--- src/rtl/fir.sv ---
// 11-tap symmetric band-pass FIR using a single multiplier that is shared across taps.
// Each accepted sample strobe starts 11 MAC cycles and is followed by one rounding/output cycle.
module fir #(
    parameter int SIZE = 16,
    parameter int TAPS = 11,
    parameter int CW   = 16
) (
    input  logic            ck,
    input  logic            rst,
    input  logic [SIZE-1:0] in,
    input  logic            input_ready,
    output logic [SIZE-1:0] out,
    output logic            output_ready
);

    localparam int IDX_W  = $clog2(TAPS);
    localparam int PROD_W = SIZE + CW;
    localparam int ACC_W  = PROD_W + $clog2(TAPS) + 1;

    localparam logic signed [ACC_W-1:0] HALF    = ACC_W'(1) <<< (CW - 2);
    localparam logic signed [ACC_W-1:0] OUT_MAX = (ACC_W'(1) <<< (SIZE - 1)) - ACC_W'(1);
    localparam logic signed [ACC_W-1:0] OUT_MIN = ~OUT_MAX;

    typedef enum logic [1:0] {IDLE, MAC, DONE} state_t;

    function automatic logic signed [CW-1:0] coef(input logic [IDX_W-1:0] k);
        case (k)
            IDX_W'(0), IDX_W'(10): coef = CW'(-2804);
            IDX_W'(1), IDX_W'(9):  coef = CW'(-6000);
            IDX_W'(2), IDX_W'(8):  coef = CW'(-3867);
            IDX_W'(4), IDX_W'(6):  coef = CW'(7209);
            IDX_W'(5):             coef = CW'(10923);
            default:               coef = '0;
        endcase
    endfunction

    state_t                   state_q, state_d;
    logic                     strobe_q, strobe_d;
    logic [IDX_W-1:0]         idx_q, idx_d;
    logic signed [ACC_W-1:0]  acc_q, acc_d;
    logic signed [SIZE-1:0]   x_q [TAPS];
    logic signed [SIZE-1:0]   x_d [TAPS];
    logic [SIZE-1:0]          out_q, out_d;
    logic                     output_ready_q, output_ready_d;

    logic signed [PROD_W-1:0] prod;
    logic signed [ACC_W-1:0]  rounded;
    logic signed [SIZE-1:0]   sat;

    always_comb begin
        // NOTE: every signal assigned in this block gets a default first, so no path can infer a latch.
        state_d        = state_q;
        strobe_d       = input_ready;
        idx_d          = idx_q;
        acc_d          = acc_q;
        x_d            = x_q;
        out_d          = out_q;
        output_ready_d = 1'b0;

        prod    = x_q[idx_q] * coef(idx_q);
        rounded = (acc_q + HALF) >>> (CW - 1);
        if (rounded > OUT_MAX)      sat = OUT_MAX[SIZE-1:0];
        else if (rounded < OUT_MIN) sat = OUT_MIN[SIZE-1:0];
        else                        sat = rounded[SIZE-1:0];

        case (state_q)
            IDLE: begin
                if (input_ready && !strobe_q) begin
                    for (int k = TAPS - 1; k > 0; k--) x_d[k] = x_q[k-1];
                    x_d[0]  = $signed(in);
                    acc_d   = '0;
                    idx_d   = '0;
                    state_d = MAC;
                end
            end
            MAC: begin
                acc_d = acc_q + ACC_W'(prod);
                if (idx_q == IDX_W'(TAPS - 1)) state_d = DONE;
                else                           idx_d   = idx_q + IDX_W'(1);
            end
            DONE: begin
                out_d          = sat;
                output_ready_d = 1'b1;
                state_d        = IDLE;
            end
            default: state_d = IDLE;
        endcase
    end

    // NOTE: state uses non-blocking assignments so every flop samples pre-edge values.
    always_ff @(posedge ck or negedge rst) begin
        if (!rst) begin
            state_q        <= IDLE;
            strobe_q       <= 1'b0;
            idx_q          <= '0;
            acc_q          <= '0;
            out_q          <= '0;
            output_ready_q <= 1'b0;
            // NOTE: the delay line is reset deliberately, so an aborted run cannot leak stale history.
            for (int k = 0; k < TAPS; k++) x_q[k] <= '0;
        end else begin
            state_q        <= state_d;
            strobe_q       <= strobe_d;
            idx_q          <= idx_d;
            acc_q          <= acc_d;
            out_q          <= out_d;
            output_ready_q <= output_ready_d;
            x_q            <= x_d;
        end
    end

    assign out          = out_q;
    assign output_ready = output_ready_q;

endmodule

--- config.mk ---
export PLATFORM = sky130hd
export DESIGN_NAME = fir
export DESIGN_NICKNAME = d
export VERILOG_FILES = /design/src/rtl/fir.sv
export SDC_FILE = /design/constraint.sdc
export NUM_CORES = 1
export LEC_CHECK = 0
export CAP_MARGIN = 10
export CORE_MARGIN = 5
export CORE_UTILIZATION = 61
export CTS_CLUSTER_DIAMETER = 100
export DETAILED_ROUTE_END_ITERATION = 8
export GPL_TIMING_DRIVEN = 0
export HOLD_SLACK_MARGIN = 0.02
export PLACE_DENSITY = 0.76
export SYNTH_ARGS = -nofsm -noshare
export SYNTH_HDL_FRONTEND = slang
export SYNTH_SLANG_ARGS = --single-unit
--- constraint.sdc ---
create_clock -name ck -period 15.3 [get_ports ck]
set_clock_uncertainty 0.05 [all_clocks]
set_input_delay 3.06 -clock ck [delete_from_list [all_inputs] [get_ports ck]]
set_output_delay 3.06 -clock ck [all_outputs]
set_load 0.005 [all_outputs]
# Word level (Yosys, flattened, before mapping)
# Memory sizes are Yosys's and may differ from the RTL's.
# Cells that the tools add are included.
dict set report classes {
  mul 1
  magnitude_cmp 3
  n_eq_ne 6
  reduce_logical 8
  div_mod_pow 0
  bitwise_logic 1
  muxes 14
  add_sub_neg 3
  n_shift 0
}
# operator n
set ops {}
lappend ops {{$pmux W37 S2} 1}
lappend ops {{$bmux W16 S4} 1}
lappend ops {{$mux W16} 4}
lappend ops {{$add A37 B16 Y37 const B} 1}
lappend ops {{$add A37 B32 Y37} 1}
lappend ops {{$mux W37} 1}
lappend ops {{$mul A16 B16 Y32} 1}
lappend ops {{$gt A22 B16 Y1 const B} 1}
lappend ops {{$lt A22 B16 Y1 const B} 1}
lappend ops {{$mux W4} 2}
lappend ops {{$pmux W4 S2} 1}
lappend ops {{$ne A2 B2 Y1 const B} 3}
lappend ops {{$reduce_and A2 Y1} 3}
lappend ops {{$ge A5 B5 Y1 const B} 1}
lappend ops {{$not A4 Y5} 1}
lappend ops {{$add A4 B1 Y4 const B} 1}
lappend ops {{$eq A4 B4 Y1 const B} 1}
lappend ops {{$mux W2} 2}
lappend ops {{$pmux W2 S2} 1}
lappend ops {{$reduce_and A3 Y1} 1}
lappend ops {{$eq A2 B1 Y1 const B} 1}
lappend ops {{$eq A2 B2 Y1 const B} 1}
lappend ops {{$logic_not A2 Y1} 1}
lappend ops {{$reduce_bool A2 Y1} 1}
lappend ops {{other kinds (3)} 3}
dict set report totals {
  memories 1
  ram_bits 0
  rom_bits 256
  wordCells 54
  latch_bits 0
  out_inout_bits 17
  reg_bits 237
  inputBits 19
}
# memory depth word_bits rd rd_clocked_by_memory_dff write_ports line_no
set mem_list {}
lappend mem_list {{(no name shown)} 16 16 1 0 0 27} ;# case (k)

# Depth between registers and ports, before layout
# Gate-level depths: netlist (run 1).
dict set report depth {
  word_depth 7
  depth_mapped 32
  ltp_nobuf 30
}

# Least setup slack after synthesis (run 1)
# Ideal clock, no wire load.
dict set report synth_timing {
  path_kind {register to register}
  start {reg idx_q[0]}
  end {reg acc_q[36]}
  required_ns 15.118
  arrival_time_ns 7.199
  path_buffers 4
  path_slack_ns 7.919
  setup_ns 0.132
  stages_incl_launch_ff 30
  cell_sequence {dfrtp_1 buf_4 buf_4 buf_2 inv_1 ha_1 clkbuf_1 mux2i_1 or2_2 o21ai_1 nand2_1 fa_1 fa_1 inv_1 fa_1 fa_1 fa_1 inv_1 fa_1 inv_1 ha_1 a21o_1 a221oi_2 nor2_1 a21oi_1 a21boi_1 o311ai_0 a21oi_1 xnor2_1 o21ai_1}
}
dict set report synth_between {
  elab_chain_len 7
}
# element line_no
set synth_rtl {}
lappend synth_rtl {{start: declaration} 39} ;# logic [IDX_W-1:0] idx_q, idx_d;
lappend synth_rtl {{start signal: assignment} 104} ;# idx_q <= idx_d;
lappend synth_rtl {{$not A4 Y5 (not written as such)} 60} ;# prod = x_q[idx_q] * coef(idx_q);
lappend synth_rtl {{$bmux W16 S4} 60}
lappend synth_rtl {{$mux W16 (not written as such) (2 in a row)} 60}
lappend synth_rtl {{$mul A16 B16 Y32 (*)} 60}
lappend synth_rtl {{$add A37 B32 Y37 (*)} 77} ;# acc_d = acc_q + ACC_W'(prod);
lappend synth_rtl {{$pmux W37 S2 (*)} 66} ;# case (state_q)
lappend synth_rtl {{end signal: assignment} 96} ;# acc_q <= '0;
lappend synth_rtl {{end signal: assignment} 105} ;# acc_q <= acc_d;
lappend synth_rtl {{end: declaration} 40} ;# logic signed [ACC_W-1:0] acc_q, acc_d;
# Mark *: on every way between the ends. The rest lies on a longest branch, timed or not. The select of a mux whose other input is x is not followed.
# A chain may end at the register's enable or synchronous reset.

# Worst setup path after layout (run 1)
dict set report layout_timing {
  start {reg idx_q[0]}
  end {reg acc_q[35]}
}
# The elaborated chain is that of the path after synthesis.

==> results.tsv, run 1 <==
metric	value	unit
status	finished clean	
Top Usage Layer GRT	met2	
Worst Tran Pin Value	1130	ps
top-level port count	36	
final worst path period need	9590	ps
crit-path max cell delay	900	ps
Via density	5.69	
most area-consuming cells after synthesis	fa_1 28%, dfrtp_1 26%, nand2_1 12%	
Worst Setup EP	acc_q[35]$_DFFE_PN0P_	
CP Launch Type	flip-flop	
detailed placement HPWL	48200	µm
DR pass1 iterations	5	
Final setup viols	0	
final wirelength	60300	µm
Clk pin slew, worst setup/hold paths	60	ps
worst setup path start	idx_q[0]$_DFFE_PN0P_	
TritonCTS buffer count	27	
Root Buffer	clkbuf_16	
synth cell count leaders	717 x nand2_1, 406 x inv_1, 319 x fa_1	
Max Buffers Root-to-Sink	3	
cts hold-fix bufs	0	
postcts setup bufs	0	
Slew Limit Fails	0	
reg-to-reg critical path endpoint	acc_q[35]$_DFFE_PN0P_	
flops & latches, synth	237	
grt met1 use	43.4	%
Die Height	202	µm
wire length per cell	19.8	µm
Slew headroom	23.8	%
initial antenna violation count	1	
total gr overflow	0	
CTS sink cnt	237	
Hold Vio Cnt, Final	0	
Yosys cell types	63	
ratio of cells with drive above 1 in the final layout	4.66	%
top cell type's share of synthesized area	28.4	%
cell accounting for the most synthesized area	fa_1	
Tcrit/Tclk final	62.7	%
most common cell in the synthesized netlist	nand2_1	
Worst EP arrival	9950	ps
DR DRC count	0	
fmax	104	MHz
vias in the first global route	18000	
post-route setup TNS	0	ps
ant diodes	0	
Post-synth EDFFs	0	
worst reg2reg path depth	30	
Total Routing Usage GR	30.8	%
max-capacitance violation count	0	
1st-iter DRT viols	1524	
Initial Util	61.7	%
largest net degree at the start of global routing	117	
met3 Resource Use GR	4.81	%
Routed Antenna Nets	0	
Placer Congestion	1.01	
HP Class	flip-flop to flip-flop	
crit-path max FO	10	
CP Capture Type	flip-flop	
Max H-tree Level	1	
critical path type	flip-flop to flip-flop	
synthesized cell area	22500	µm²
first-pass GRT wire length	98600	µm
Core Box Area	36500	µm²
PortBufs	35	
post-layout util	66.8	%
die area	40900	µm²
Area growth syn-to-layout	8.39	%
clk_lat worst skew	570	ps
register area share after synthesis	26.3	%
synthesized net count	2942	
ys async rst share	100	%
R2R setup slack	5710	ps
die span in x	202	µm
via count	17300	
Post-CTS Resized	0	
Mean Syn Cell Area	9.05	µm²
Core Rows	70	
RSZ-0062 raised after global routing	false	
yosys warns	0	
Synth Flop Type	dfrtp_1	
FF-to-FF Start	idx_q[0]$_DFFE_PN0P_	
Synth Instances	2490	
Critical-path top delay cell	o21ai_0	
CTS tree	built	
critical path required time	15660	ps
Nets	3009	
grt met2 use	50.0	%
==> final cells by class <==
type	count	area (µm²)
Multi-Input combinational cell	1748	14600
Fill cell	2930	12100
Sequential cell	237	5930
Inverter	407	1530
Clock buffer	41	788
Tap cell	468	586
Buffer	98	430
Timing Repair Buffer	38	418
Clock inverter	8	91.3
==> worst max-delay path, delay by kind of cell (launching register included) <==
| family | cells | cell delay (ps) |
|---|---|---|
| muxes | 1 | 100 |
| xor gates and xnor gates | 1 | 160 |
| AOI/OAI and AO/OA | 6 | 2340 |
| buffers and inverters | 10 | 1830 |
| adders and majority gates | 8 | 3700 |
| and+or+nand+nor | 4 | 820 |
| DFF | 1 | 390 |
==> flip-flops by register name (all words and copies together), names as in the netlist <==
| signal | flops |
|---|---|
| acc_q | 37 |
| idx_q | 4 |
| state_q | 2 |
| x_q | 176 |
| out | 16 |
| strobe_q | 1 |
| output_ready | 1 |
==> cell usage in the layout (no fill, tap or decap), types with 5 or more instances in the layout <==
master / instances
a21o_1: 20
a21oi_1: 52
buf_2: 17
o21ai_1: 7
nor2_1: 135
a31oi_1: 8
fa_1: 319
buf_1: 6
mux4_2: 25
ha_1: 114
o21a_1: 5
nand3_1: 33
mux2i_1: 41
nor4_1: 5
inv_1: 406
a211oi_1: 7
nand2b_1: 6
o21bai_1: 5
buf_4: 6
o21ai_0: 58
clkbuf_1: 75
clkdlybuf4s50_1: 34
nand4_1: 8
nand2_1: 717
nor3_1: 13
and3_1: 7
xor2_1: 27
o211ai_1: 21
mux2_2: 7
dfrtp_1: 237
clkbuf_8: 6
o22ai_1: 9
nor2b_1: 11
clkbuf_16: 27
xnor2_1: 25
and2_1: 18
==> routing by layer <==
layer	vias to the layer above	share of wire (%)
met5	-	0
met4	0	3.7
met3	127	8.2
met1	8690	41
li1	7811	-
met2	693	47
==> stage by stage <==
stage | instances | setup slack [ps] | area [µm²] | hold WS (ps)
after floorplan | 2490 | 7920 | 22500 | 396
after global placement | 2993 | 1030 | 23500 | 409
after detailed placement | 2996 | 5960 | 23500 | 413
after CTS | 3045 | 5910 | 24400 | 431
after global routing | 3045 | 5270 | 24400 | 459
final | 3045 | 5710 | 24400 | 428
==> cells by family (layout without fill, tap and decap cells) <==
logic type | Yosys count | after routing | share of synthesized area [%]
XOR/XNOR | 52 | 52 | 2.02
AO/OA/AOI/OAI | 217 | 217 | 6.09
adder cells (fa/ha/maj) | 433 | 433 | 34.7
flip-flops | 237 | 237 | 26.3
AND/OR/NAND/NOR | 973 | 973 | 17.5
buffers and inverters | 505 | 592 | 8.69
multiplexers | 73 | 73 | 4.67
==> worst min-delay path by stage <==
stage,slack [ps],depth (start not counted),start,endpoint
floorplan,400,2,x_q[0]$_DFFE_PN0P_,x_q[0]$_DFFE_PN0P_
global placement,410,2,x_q[15]$_DFFE_PN0P_,x_q[15]$_DFFE_PN0P_
detailed placement,410,2,x_q[8]$_DFFE_PN0P_,x_q[8]$_DFFE_PN0P_
CTS,430,2,x_q[1]$_DFFE_PN0P_,x_q[1]$_DFFE_PN0P_
global route,460,2,x_q[9]$_DFFE_PN0P_,x_q[9]$_DFFE_PN0P_
finish,430,2,x_q[0]$_DFFE_PN0P_,x_q[0]$_DFFE_PN0P_
Power of run 1 is left out: the tool's default activity adds up to more than one toggle a clock period on the data nets, which glitch-free logic cannot reach.
==> run 2: changes to the inputs <==
==> constraint.sdc (replaced) <==
create_clock -name ck -period 9.28 [get_ports ck]
set_clock_uncertainty 0.05 [all_clocks]
set_input_delay 1.856 -clock ck [delete_from_list [all_inputs] [get_ports ck]]
set_output_delay 1.856 -clock ck [all_outputs]
set_load 0.005 [all_outputs]
==> run 2 against run 1 <==
Against the previous run:
- worst hold slack improved by 0.60 ps
- critical path depth did not move
- non-clock buffer count up 1
- setup slack worse by 5200 ps
- register-to-register slack worse by 5200 ps
- sequential share of layout area shrank 0.066 points
- sequential cell count unchanged
- clock-buffer cell count unchanged
- die area unchanged
- core utilization grew 0.18 points
- critical path type unchanged
==> results.tsv, run 2 (synthesis gave the netlist of run 1 again) <==
metric	value	unit	change
status	finished clean		
max-capacitance violation count	0		unchanged
CTS tree	built		
Sequential Area	5930	µm²	unchanged
CP most frequent cell	fa_1		
Tcrit/Tclk final	94.9	%	+32 points
critical path required time	9640	ps	-6020 ps
total gr overflow	0		unchanged
crit-path max FO	10		unchanged
Clk pin slew, worst setup/hold paths	60	ps	about the same
initial antenna violation count	1		unchanged
number of flip-flops in the largest register	176		unchanged
Total Routing Usage GR	30.8	%	unchanged
Worst Tran Pin Value	1110	ps	-19.7 ps
final worst path period need	8810	ps	-783 ps
Initial Util	61.7	%	unchanged
Core Box Area	36500	µm²	unchanged
Worst EP arrival	9170	ps	-780 ps
Via density	5.67		-0.28%
ratio of cells with drive above 1 in the final layout	5.24	%	+0.58 points
Nets	3010		+0.033%
DR pass1 iterations	6		+1
DR DRC count	0		unchanged
Slew Limit Fails	0		unchanged
Final setup viols	0		unchanged
CP Launch Type	flip-flop		
via count	17300		-0.24%
fmax	114	MHz	+8.9%
most frequent cells in the layout	717 x nand2_1, 406 x inv_1, 319 x fa_1		
Area growth syn-to-layout	8.68	%	
Max Buffers Root-to-Sink	3		unchanged
top-level port count	36		unchanged
TritonCTS buffer count	27		unchanged
post-route setup TNS	0	ps	unchanged
ant diodes	0		unchanged
Biggest register	x_q		
multi-input logic area	14700	µm²	+0.37%
vias in the first global route	18000		unchanged
Core Rows	70		unchanged
Routed Antenna Nets	0		unchanged
Root Buffer	clkbuf_16		
cts hold-fix bufs	0		unchanged
CP Capture Type	flip-flop		
PortBufs	35		unchanged
final wirelength	60400	µm	about the same
CTS sink cnt	237		unchanged
Slew headroom	25.7	%	+1.8 points
largest net degree at the start of global routing	117		unchanged
first-pass GRT wire length	98600	µm	unchanged
Max H-tree Level	1		unchanged
Placer Congestion	1.01		unchanged
Critical-path top delay cell	fa_1		
1st-iter DRT viols	1459		-4.3%
RSZ-0062 raised after global routing	false		
fill cell count	2924		-0.20%
Hold Vio Cnt, Final	0		unchanged
clk_lat worst skew	580	ps	about the same
wire length per cell	19.8	µm	about the same
critical path type	flip-flop to flip-flop		
die area	40900	µm²	unchanged
Die Height	202	µm	unchanged
commonest non-fill, non-tap cell in the layout	nand2_1		
HP Class	flip-flop to flip-flop		
crit-path max cell delay	550	ps	-350 ps
die span in x	202	µm	unchanged
detailed placement HPWL	48200	µm	unchanged
[run 2: path summary, 6_finish.rpt]
check	start	endpoint	slack, ps	depth (start not counted)
max	idx_q[0]$_DFFE_PN0P_	acc_q[35]$_DFFE_PN0P_	470	30
min	x_q[0]$_DFFE_PN0P_	x_q[0]$_DFFE_PN0P_	430	2
max reg2reg	idx_q[0]$_DFFE_PN0P_	acc_q[35]$_DFFE_PN0P_	470	30
min reg2reg	x_q[0]$_DFFE_PN0P_	x_q[0]$_DFFE_PN0P_	430	2
max in group asynchronous	rst	state_q[0]$_DFFE_PN0P_	6770	3
min in group asynchronous	rst	acc_q[7]$_DFFE_PN0P_	1120	1
[run 2: metal layers]
layer / global-route usage [%] / vias up / share of wire [%] / routed length [µm]
met4: 9.17 / 0 / 3.9 / 2330
met5: 0 / - / 0 / 0
met3: 4.81 / 127 / 8.2 / 4950
met1: 43.4 / 8688 / 41 / 24800
li1: - / 7811 / - / -
met2: 50.0 / 653 / 47 / 28400
[run 2: cell type report]
class                      count  area share (%)
multi-input combinational   1748            60.0
sequential                   237            24.2
inverter                     407            6.24
clock buffer                  41            3.22
tap                          468            2.39
buffer                        98            1.78
timing repair buffer          39            1.74
clock inverter                 8           0.373
[run 2: timing repair]
item | 4_1_cts | 5_1_grt
gates resized for setup | 1 | 18
buffers inserted | 0 | 1
endpoints found under the hold margin | 0 | 0
pin swaps | 0 | 1
endpoints found under the setup margin | 2 | 13
[run 2: through the flow]
step	setup slack, ps	utilization [%]	std cells	hold slack (ps)	cell area [µm²]
2_1_floorplan	1900	-	2490	396	22500
3_5_place_dp	-63.3	64.4	2996	413	23500
3_3_place_gp	-3790	64.2	2993	409	23500
4_1_cts	52.7	66.8	3045	431	24400
5_1_grt	42.6	67.0	3046	459	24500
6_report	473	67.0	3046	428	24500
[run 2: worst max-delay path: cells and delay by family, from the launching register on]
| family | cells | cell delay (ps) |
|---|---|---|
| fa+ha+maj | 8 | 3710 |
| compound gates | 5 | 1530 |
| buf+inv | 9 | 1420 |
| simple gates | 6 | 1060 |
| flops | 1 | 390 |
| mux | 1 | 270 |
| xor+xnor | 1 | 160 |
Power of run 2 is left out for the same reason.
==> variant 1: new RTL, config.mk and constraints of run 1 <==
The 3 states of `state_t` get a one-hot encoding in 3 bits.
--- a/src/rtl/fir.sv
+++ b/src/rtl/fir.sv
@@ -21,7 +21,7 @@
     localparam logic signed [ACC_W-1:0] OUT_MAX = (ACC_W'(1) <<< (SIZE - 1)) - ACC_W'(1);
     localparam logic signed [ACC_W-1:0] OUT_MIN = ~OUT_MAX;
 
-    typedef enum logic [1:0] {IDLE, MAC, DONE} state_t;
+    typedef enum logic [2:0] {IDLE = 3'b001, MAC = 3'b010, DONE = 3'b100} state_t;
 
     function automatic logic signed [CW-1:0] coef(input logic [IDX_W-1:0] k);
         case (k)
Formal check against the unedited RTL: no difference found for any inputs over 10 cycles, from zero or initial values and one cycle with rst low; not proved beyond that.
==> variant 1 against run 1 <==
Core utilization increased by 0.14 points. Setup slack improved by 0.043 ns. Sequential cell count grew 1. Routed wire length fell by 8.0%. Area after synthesis is 0.33% lower. Final area about the same. Largest cell class unchanged.
Power is not shown: default switching activity piles up to over one toggle a cycle in this logic, so the estimate is an artifact.
==> variant 1: results (changes against run 1) <==
reg2reg setup slack=5.75 ns (+0.04 ns); first-pass GRT wire length=92,300 um (-6.4%); Hold Crit Class=reg -> reg; Netlist cell types=66 (+4.8%); dpl hpwl=44,000 um (-8.8%); Area contributors post-synth=fa_1 (28%), dfrtp_1 (26%), mux2_2 (8.9%); Worst R2R Start=idx_q[1]; synth cell count leaders=inv_1 (400), fa_1 (319), dfrtp_1 (237), nand2_1 (192), mux2_2 (177); critical path class=reg -> reg; final RePlAce weighted congestion=0.980 (-2.6%); largest fanout on the critical path=10 (unchanged); origin of the worst min-delay path=out[15]; Iteration-0 DRC Markers=1,466 (-3.8%); Max clock buf depth=3 (unchanged); Mapped Nets=2,561 (-13%); outcome=completed; Vias=15,700 (-9.4%); worst r2r dst=acc_q[36]; hold worst-path end=out[15]; crit path DAT=9.93 ns (-0.02 ns); slowest stage delay, CP=1.04 ns (+0.14 ns); largest net degree at the start of global routing=100 (-15%); share of post-route cells with drive strength above 1=0.136 (+0.0891); Crit path max-delay family=adder cells; CTS buffer count=27 (unchanged); Largest register FFs=176 (unchanged); WL per Instance=20.8 um (+5.1%); register area share after synthesis=0.265 (+0.00204); all-layer global routing usage=0.285 (-0.0227); fill count=2,756 (-5.9%); worst slew pin tran=1.30 ns (+0.169 ns)
## variant 1: area by class of cell
type | count | share of cell area
multi-input combinational | 1393 | 0.599
sequential | 238 | 0.244
inverter | 400 | 0.0615
clock buffer | 34 | 0.0308
tap | 468 | 0.0240
timing repair buffer | 38 | 0.0173
buffer | 78 | 0.0155
clock inverter | 16 | 0.00805
## variant 1: cell families after synthesis
kind of cell             synth area share
AO/OA/AOI/OAI                      0.0650
adder cells (fa/ha/maj)             0.348
buffers and inverters              0.0838
flip-flops                          0.265
AND/OR/NAND/NOR                    0.0882
multiplexers                        0.129
XOR/XNOR                           0.0203
## variant 1: routing by layer
metal	GRT usage	up-vias	routed length [um]
met5	0	-	13
met4	0.0891	2	2110
met3	0.0528	125	4200
met2	0.465	570	26600
met1	0.393	8129	22600
li1	-	6865	-
## variant 1: through the flow
step	instance area [um^2]	hold WS, ns	std cells	util	setup WS (ns)
final	24400	0.425	2665	0.670	5.75
after global routing	24400	0.450	2665	0.670	5.45
after CTS	24400	0.431	2665	0.670	6.00
after detailed placement	23500	0.416	2615	0.644	6.08
after global placement	23400	0.410	2612	0.642	1.12
after floorplan	22400	0.406	2109	-	7.61
## variant 1: how the worst max path moves through the flow
stage                      endpoint  slack [ns]  cells past startpoint
after CTS                 acc_q[36]        6.00                     31
after global placement      x_q[44]        1.12                      1
after global routing      acc_q[34]        5.45                     30
after detailed placement  acc_q[36]        6.08                     28
after floorplan           acc_q[36]        7.61                     31
final                     acc_q[36]        5.75                     30
## variant 1: worst reg2reg max path, delay by kind of cell (launching register included)
family | cells | cell delay (ns)
fa+ha+maj | 7 | 3.52
compound gates | 10 | 3.12
buf+inv | 8 | 1.16
simple gates | 4 | 1.00
flops | 1 | 0.38
xor+xnor | 1 | 0.16
==> variant 2: new RTL, config.mk and constraints of run 1 <==
Made on the original files. `CW`: 16 -> 24.
--- a/src/rtl/fir.sv
+++ b/src/rtl/fir.sv
@@ -3,7 +3,7 @@
 module fir #(
     parameter int SIZE = 16,
     parameter int TAPS = 11,
-    parameter int CW   = 16
+    parameter int CW   = 24
 ) (
     input  logic            ck,
     input  logic            rst,
Formal check against the unedited RTL: no difference found for any inputs over 10 cycles, from zero or initial values and one cycle with rst low; that may be too few to reach the edited logic, so the function may still have changed.
==> variant 2 against run 1 <==
Routed wire length is 7.2% higher. Via count is 9.4% higher. Final area is 6.7% higher. Setup slack worse by 1.2 ns. Sequential cell count is 8 higher. Area after synthesis is 6.5% higher. Fmax is 11% lower. First-iteration DRC count is 11% higher. Critical path type unchanged. Critical endpoint is now acc_q[42]. Highest routed layer is now met5.
Power is not shown: default switching activity piles up to over one toggle a cycle in this logic, so the estimate is an artifact.
==> variant 2: results (changes against run 1) <==
Vias=19,000 (+9.4%); Hold Crit Class=reg -> reg; Iteration-0 DRC Markers=1,690 (+11%); R2R cell count=28 (-6.7%); fin nets=3,221 (+7.0%); worst r2r dst=acc_q[42]; dominant synthesized flop cell=dfrtp_1; WL per Instance=19.8 um (-0.31%); largest fanout on the critical path=10 (unchanged); slowest stage delay, CP=0.94 ns (+0.04 ns); Crit path max-delay family=adder cells; post-cts resize count=0 (unchanged); Root Buffer=clkbuf_16; worst skew pair latency=0.59 ns (+0.02 ns); origin of the worst min-delay path=x_q[143]; Synth async-reset ratio=1.00 (unchanged); largest net degree at the start of global routing=119 (+1.7%); crit path DAT=11.12 ns (+1.17 ns); synth cell count leaders=nand2_1 (712), inv_1 (420), fa_1 (337), dfrtp_1 (245), nor2_1 (168); Syn. warnings=0 (unchanged); Slew headroom=0.122 (-0.117); share of post-route cells with drive strength above 1=0.0491 (+0.00249); vias in the first global route=19,700 (+9.5%); outcome=completed; all-layer global routing usage=0.306 (-0.00130); dpl hpwl=51,000 um (+5.9%); fill count=3,082 (+5.2%); Max clock buf depth=3 (unchanged); crit path max-delay cell type=fa_1; first drt pass iteration count=6 (+1); first-pass GRT wire length=106,000 um (+7.4%); Netlist cell types=77 (+22%); Area contributors post-synth=fa_1 (28%), dfrtp_1 (26%), nand2_1 (11%); hold worst-path end=x_q[127]; pre-CTS setup slack=4.73 ns (-1.23 ns); CTS buffer count=28 (+3.7%); final RePlAce weighted congestion=1.04 (+3.2%); register area share after synthesis=0.256 (-0.00782); Worst R2R Start=idx_q[1]
## variant 2: cell types whose count changed after synthesis, moves of 14 or more
cell / run 1 / this run
a21oi_1: 52 / 83
clkbuf_1: 67 / 81
fa_1: 319 / 337
ha_1: 114 / 133
inv_1: 406 / 420
nand2b_1: 6 / 21
nor2_1: 135 / 168
o211ai_1: 21 / 1
o21ai_0: 58 / 72
## variant 2: final cells by class
class / instances / area share
Clock buffer: 38 / 0.0303
Inverter: 421 / 0.0607
Buffer: 110 / 0.0178
Antenna cell: 3 / 0.000288
Timing Repair Buffer: 40 / 0.0173
Sequential cell: 245 / 0.235
Tap cell: 518 / 0.0249
Multi-Input combinational cell: 1886 / 0.607
Clock inverter: 12 / 0.00624
## variant 2: worst reg2reg max path: cells and delay by family (launching register included)
| kind | cells | cell delay [ns] |
|---|---|---|
| fa+ha+maj | 7 | 4.31 |
| flops | 1 | 0.37 |
| simple gates | 4 | 1.28 |
| buf+inv | 8 | 1.88 |
| xor+xnor | 1 | 0.17 |
| compound gates | 8 | 2.57 |
## variant 2: cell families after synthesis
group / Yosys count / share of synthesized area
and+or+nand+nor: 1036 / 0.179
buffers and inverters: 531 / 0.0851
adders and majority gates: 470 / 0.351
AOI/OAI and AO/OA: 254 / 0.0650
DFF: 245 / 0.256
xor gates and xnor gates: 66 / 0.0241
muxes: 60 / 0.0407
## variant 2: metal layers
layer	part of all wire	routed length (um)	GRT usage
met2	0.47	30200	0.493
met1	0.40	25600	0.416
met5	0.00011	7	0
met4	0.047	3050	0.120
met3	0.089	5770	0.0590
## variant 2: worst max-delay path by stage
stage	end	start	cells past startpoint	slack, ns
finish	acc_q[42]	idx_q[1]	28	4.54
global route	acc_q[42]	idx_q[1]	28	4.08
CTS	acc_q[42]	idx_q[1]	28	4.71
detailed placement	acc_q[42]	idx_q[1]	28	4.73
global placement	acc_q[39]	rst	1	0.57
floorplan	acc_q[44]	idx_q[0]	29	7.20
## variant 2: per-stage QoR
step                utilization  cell area, um^2  hold slack [ns]  instances
floorplan                     -            24000            0.396       2662
global placement          0.644            25000            0.407       3215
detailed placement        0.646            25100            0.413       3220
CTS                       0.671            26000            0.402       3270
global route              0.671            26000            0.449       3270
finish                    0.671            26100            0.407       3273
